$ cat config.mk
export PLATFORM = sky130hd
export DESIGN_NAME = int_to_fp
export DESIGN_NICKNAME = d
export VERILOG_FILES = /design/src/rtl/int_to_fp.sv
export SDC_FILE = /design/constraint.sdc
export NUM_CORES = 1
export LEC_CHECK = 0
export ABC_AREA = 1
export BUFFER_PORTS_ARGS = -buffer_cell sky130_fd_sc_hd__buf_2
export CAP_MARGIN = 30
export CORE_MARGIN = 2
export CORE_UTILIZATION = 61
export DETAILED_ROUTE_END_ITERATION = 8
export GPL_TIMING_DRIVEN = 0
export PLACE_DENSITY = 0.92
export SLEW_MARGIN = 10
export SYNTH_ARGS = -nofsm -noshare
export SYNTH_HDL_FRONTEND = slang
export SYNTH_SLANG_ARGS = --single-unit
$ cat constraint.sdc
create_clock -name clk -period 5 [get_ports clk]
set_input_delay 0.5 -clock clk [delete_from_list [all_inputs] [get_ports clk]]
set_output_delay 0.5 -clock clk [all_outputs]
set_load 0.01 [all_outputs]
$ cat src/rtl/int_to_fp.sv
// Iterative 32-bit integer to IEEE-754 single-precision converter with round-to-nearest-even.
// Define INT_TO_FP_INEXACT_EN to add the out_inexact flag port.
module int_to_fp #(
  parameter int unsigned NORM_STEP = 4
) (
  input  logic        clk,
  input  logic        rst,
  input  logic        in_valid,
  output logic        in_ready,
  input  logic [31:0] in_data,
  input  logic        in_signed,
  output logic        out_valid,
  input  logic        out_ready,
  output logic [31:0] out
`ifdef INT_TO_FP_INEXACT_EN
  ,
  output logic        out_inexact
`endif
);

  localparam int unsigned DW = 32;
  localparam int unsigned EW = 8;
  localparam int unsigned MW = 23;
  localparam logic [EW-1:0] EXP_INIT = 8'd158;

  typedef enum logic [2:0] {
    S_IDLE,
    S_ABS,
    S_NORM,
    S_ROUND,
    S_DONE
  } state_t;

  state_t          r_state;
  logic [DW-1:0]   r_mag;
  logic [EW-1:0]   r_exp;
  logic            r_sign;
  logic [DW-1:0]   r_out;
  logic            r_out_valid;
  logic            r_in_ready;

  state_t          w_state_next;
  logic [DW-1:0]   w_mag_next;
  logic [EW-1:0]   w_exp_next;
  logic            w_sign_next;
  logic [DW-1:0]   w_out_next;
  logic            w_out_valid_next;
  logic            w_in_ready_next;

  logic [DW-1:0]   w_mag_abs;
  logic            w_top_zero;
  logic            w_guard;
  logic            w_sticky;
  logic            w_round_up;
  logic [MW:0]     w_mant_rnd;

`ifdef INT_TO_FP_INEXACT_EN
  logic            r_inexact;
  logic            w_inexact_next;
  assign out_inexact = r_inexact;
`endif

  assign in_ready  = r_in_ready;
  assign out_valid = r_out_valid;
  assign out       = r_out;

  // Rounding fields taken from the normalized magnitude (leading one at bit 31).
  assign w_mag_abs  = r_sign ? (~r_mag + 32'd1) : r_mag;
  assign w_top_zero = (r_mag[DW-1 -: NORM_STEP] == '0);
  assign w_guard    = r_mag[7];
  assign w_sticky   = |r_mag[6:0];
  assign w_round_up = w_guard & (w_sticky | r_mag[8]);
  assign w_mant_rnd = {1'b0, r_mag[30:8]} + 24'(w_round_up);

  always_ff @(posedge clk) begin
    if (rst) begin
      r_state     <= S_IDLE;
      r_mag       <= '0;
      r_exp       <= '0;
      r_sign      <= 1'b0;
      r_out       <= '0;
      r_out_valid <= 1'b0;
      r_in_ready  <= 1'b1;
`ifdef INT_TO_FP_INEXACT_EN
      r_inexact   <= 1'b0;
`endif
    end else begin
      r_state     <= w_state_next;
      r_mag       <= w_mag_next;
      r_exp       <= w_exp_next;
      r_sign      <= w_sign_next;
      r_out       <= w_out_next;
      r_out_valid <= w_out_valid_next;
      r_in_ready  <= w_in_ready_next;
`ifdef INT_TO_FP_INEXACT_EN
      r_inexact   <= w_inexact_next;
`endif
    end
  end

  // out_valid trails entry into DONE by one cycle and drops on the handshake.
  always_comb begin
    w_state_next = r_state;
    w_mag_next   = r_mag;
    w_exp_next   = r_exp;
    w_sign_next  = r_sign;
    w_out_next   = r_out;
`ifdef INT_TO_FP_INEXACT_EN
    w_inexact_next = r_inexact;
`endif
    case (r_state)
      S_IDLE: begin
        if (in_valid && r_in_ready) begin
          w_mag_next   = in_data;
          w_sign_next  = in_signed & in_data[31];
          w_exp_next   = EXP_INIT;
          w_state_next = S_ABS;
        end
      end
      S_ABS: begin
        w_mag_next = w_mag_abs;
        if (w_mag_abs == '0) begin
          w_out_next   = '0;
`ifdef INT_TO_FP_INEXACT_EN
          w_inexact_next = 1'b0;
`endif
          w_state_next = S_DONE;
        end else begin
          w_state_next = S_NORM;
        end
      end
      S_NORM: begin
        if (r_mag[DW-1]) begin
          w_state_next = S_ROUND;
        end else if (w_top_zero) begin
          w_mag_next = r_mag << NORM_STEP;
          w_exp_next = r_exp - 8'(NORM_STEP);
        end else begin
          w_mag_next = r_mag << 1;
          w_exp_next = r_exp - 8'd1;
        end
      end
      S_ROUND: begin
        w_out_next   = {r_sign, r_exp + 8'(w_mant_rnd[MW]), w_mant_rnd[MW-1:0]};
`ifdef INT_TO_FP_INEXACT_EN
        w_inexact_next = w_guard | w_sticky;
`endif
        w_state_next = S_DONE;
      end
      S_DONE: begin
        if (r_out_valid && out_ready) begin
          w_state_next = S_IDLE;
        end
      end
      default: w_state_next = S_IDLE;
    endcase
    w_out_valid_next = (r_state == S_DONE) && !(r_out_valid && out_ready);
    w_in_ready_next  = (w_state_next == S_IDLE);
  end

endmodule

==> flow_metrics.py <==
metrics = {
    "critical_path": {
        "critPathKind": "flip-flop to flip-flop",
        "r2r_start": "r_mag[9]",
        "cp_data_required_time_ns": 5.31,
        "crit_path_end_kind": "flip-flop",
        "crit_arrival_ns": 3.94,
        "r2r_slack_ns": 1.37,
        "r2r-end": "out[29]",
        "reg2regPathDepth": 18,
        "cp_max_fo": 7,
        "start_kind": "flip-flop",
    },
    "yosys": {
        "ys_ff_latch": 78,
        "syn_inst": 882,
        "synth_nets": 926,
        "synth_area_um2": 5700,
        "synth_top_cell_area_share_pct": 27.4,
        "synthAdderAreaFrac_pct": 1.54,
        "post-synth-top-area-cell": "dfxtp_1",
        "synth-simple-area-share_pct": 37.7,
        "ys_seq_area_share_pct": 27.4,
        "synth_flop_cell": "dfxtp_1",
        "synth_area_per_cell_um2": 6.46,
        "synth_xor_area_share_pct": 0.768,
        "synth_top_family_by_area": "simple AND/OR/NAND/NOR gates",
        "synth_edf_count": 0,
        "netlist-cell-type-count": 43,
        "synth-compound-area-share_pct": 22.6,
        "muxShareOfSynthArea_pct": 0,
        "synthTopCellsByArea": "dfxtp_1, nand2_1, a21oi_1",
        "synthArstFlopShare_pct": 0,
        "yosysWarnings": 0,
    },
    "power": {
        "clockPowerShare_pct": 16.8,
        "power_frac_seq_pct": 30.0,
        "p_leak_nw": 2.66,
        "power.density_nw_per_um2": 437,
        "internal_power_mw": 1.34,
        "comb_power_share_pct": 53.2,
        "power_switching_mw": 1.45,
        "switching_share_pct": 51.9,
        "peakVddDrop_v": 0.000243,
    },
    "global_route": {
        "top_usage_layer": "met2",
        "globalRouteOverflowTotal": 0,
        "grt.met1_usage_pct": 47.9,
        "grt_use_met2_pct": 56.1,
        "antenna_found_initial": 0,
        "grt_max_degree": 17,
        "grt_pass1_wl_um": 29200,
        "grt.total_usage_pct": 36.5,
        "met3_usage_pct": 10.4,
        "grt_pass1_vias": 6042,
    },
    "floorplan": {
        "die_w_um": 101,
        "rows": 35,
        "io_pins": 71,
        "design.die.area_um2": 10100,
        "die_y_um": 101,
        "start_util_pct": 62.3,
        "core_area_um2": 9150,
    },
    "routing": {
        "drcViolationCount": 0,
        "avgViaCountPerCell": 6.29,
        "firstDrtPassIters": 9,
        "drtAntennaViolNets": 0,
        "drt_iter0_markers": 710,
        "routed_wl_um": 18500,
        "avgRoutedWirePerCell_um": 17.2,
        "route.vias.total": 6785,
    },
    "placement": {
        "gp_congestion": 1.04,
        "dp_hpwl_um": 13600,
        "io_buffers": 70,
        "pre_cts_slack_ns": 1.52,
    },
    "clocking": {
        "htree_levels": 3,
        "cts_buffer_depth": 2,
        "cts_resized": 0,
        "cts_tree": "yes",
        "clk_pin_slew_ns": 0.10,
        "numCtsBuffers": 9,
        "postCtsSetupBuffers": 0,
        "cts-root-buf": "clkbuf_8",
        "clkLatencyLatePin_ns": 0.37,
        "clkSinkCount": 78,
        "holdBufCountCts": 0,
    },
    "hold_path": {
        "whs_path_depth": 4,
        "hold_path_end": "out_valid",
        "min_path_type": "input port to flip-flop",
        "hold_start": "out_ready",
    },
    "timing": {
        "finalCritPeriodShare_pct": 72.7,
        "rsz0062_at_grt": "no",
        "drv_slew": 0,
        "fmax_mhz": 275,
        "whs_ns": 0.383,
        "hold_viol": 0,
        "layout_min_cycle_time_ns": 3.63,
        "maxSlewHeadroom_pct": 40.4,
        "worst_slack_ns": 1.37,
        "fin_skew_ns": 0.0126,
        "max_slew.worst_pin.slew_ns": 0.893,
        "setup_tns_ns": 0,
        "setup-violations-final": 0,
    },
    "finish": {
        "fin_nets": 1007,
        "drive_gt1_share_pct": 17.0,
        "diodes": 0,
        "syn2layout_area_growth_pct": 11.9,
    },
    "outcome": {
        "run_status": "completed",
    },
    "run": {
        "drv_cap": 0,
    },
}
==> cell usage in the layout, fill, tap and decap left out, drive strengths merged, types with 2 or more instances in the layout <==
cell type / count
clkinv: 2
clkinvlp: 3
nand4: 24
a21oi: 80
nand3: 103
o21ai: 67
clkbuf: 46
xor2: 5
o211ai: 4
a211oi: 26
buf: 85
nor4: 4
ha: 7
nor2: 95
a221oi: 27
nor3: 17
a31oi: 5
or2: 2
inv: 89
nand2: 191
dfxtp: 78
==> critical path, stage by stage (launching register included) <==
cell	delay (ns)
dfxtp_1	0.54
inv_2	0.13
nor3_2	0.31
nand3_1	0.13
nor2_1	0.15
nand3_1	0.19
nor2_2	0.19
nand4_1	0.17
nor2_1	0.14
nand2_1	0.09
nor4_1	0.24
ha_1	0.26
ha_1	0.18
inv_1	0.08
nor3_1	0.24
inv_1	0.10
o21ai_0	0.16
nand3_1	0.09
a21oi_1	0.16
==> worst max path at each step <==
| stage | from | to | slack [ns] | depth (start not counted) |
|---|---|---|---|---|
| 4_1_cts | r_mag[9] | out[29] | 1.48 | 18 |
| 3_3_place_gp | r_mag[9] | out[29] | 1.65 | 18 |
| 2_1_floorplan | r_mag[10] | out[29] | 2.23 | 19 |
| 6_report | r_mag[9] | out[29] | 1.37 | 18 |
| 3_5_place_dp | r_mag[9] | out[29] | 1.52 | 18 |
| 5_1_grt | r_mag[9] | out[30] | 1.01 | 19 |
==> state kept, by name, summed over array words and instances (netlist names) <==
register,flops
r_exp,8
in_ready,1
r_sign,1
out_valid,1
out,32
r_state,3
r_mag,32
==> cells in the mapped netlist (5+ instances only) <==
| library cell | instances |
|---|---|
| nor2_1 | 81 |
| nand4_1 | 23 |
| nand2_1 | 184 |
| a21oi_1 | 78 |
| clkbuf_1 | 36 |
| nand3_1 | 73 |
| xor2_1 | 5 |
| ha_1 | 7 |
| nor2_2 | 10 |
| a211oi_1 | 26 |
| nand3_2 | 30 |
| nor3_1 | 15 |
| o21ai_0 | 62 |
| buf_2 | 8 |
| a31oi_1 | 5 |
| a221oi_1 | 27 |
| inv_1 | 82 |
| dfxtp_1 | 78 |
==> logic make-up (layout without fill, tap and decap cells) <==
family | after synthesis | after routing
adders and majority gates | 7 | 7
and+or+nand+nor | 438 | 438
xor gates and xnor gates | 5 | 5
DFF | 78 | 78
AOI/OAI and AO/OA | 215 | 215
buffers and inverters | 139 | 225
==> cell type report <==
class                      count  area [um2]
fill                         862        2780
sequential                    78        1560
inverter                      87         327
multi-input combinational    665        3570
buffer                        52         244
tap                          111         139
clock buffer                   9         124
timing repair buffer          70         350
clock inverter                 7        65.1
==> layer usage <==
layer  part of all wire (%)  vias to the layer above
met5                      0                        -
met1                     38                     3039
met4                    4.4                        0
met3                     14                       78
met2                     44                      470
li1                       -                     3198
==> power groups by stage <==
stage	clock network [mW]	logic, mW	registers (mW)
global route	0.496	1.62	0.847
floorplan	0	1.06	0.813
CTS	0.470	1.42	0.829
detailed placement	0	1.41	0.844
global placement	0	1.40	0.839
finish	0.467	1.48	0.836
==> stage by stage <==
stage	power, mW	area [um2]	instances	util [%]
2_1_floorplan	1.88	5700	882	-
3_3_place_gp	2.24	6190	1063	67.6
3_5_place_dp	2.25	6190	1063	67.6
4_1_cts	2.72	6380	1079	69.7
5_1_grt	2.97	6380	1079	69.7
6_report	2.79	6380	1079	69.7
No activity file was read; power rests on OpenSTA's default activity.
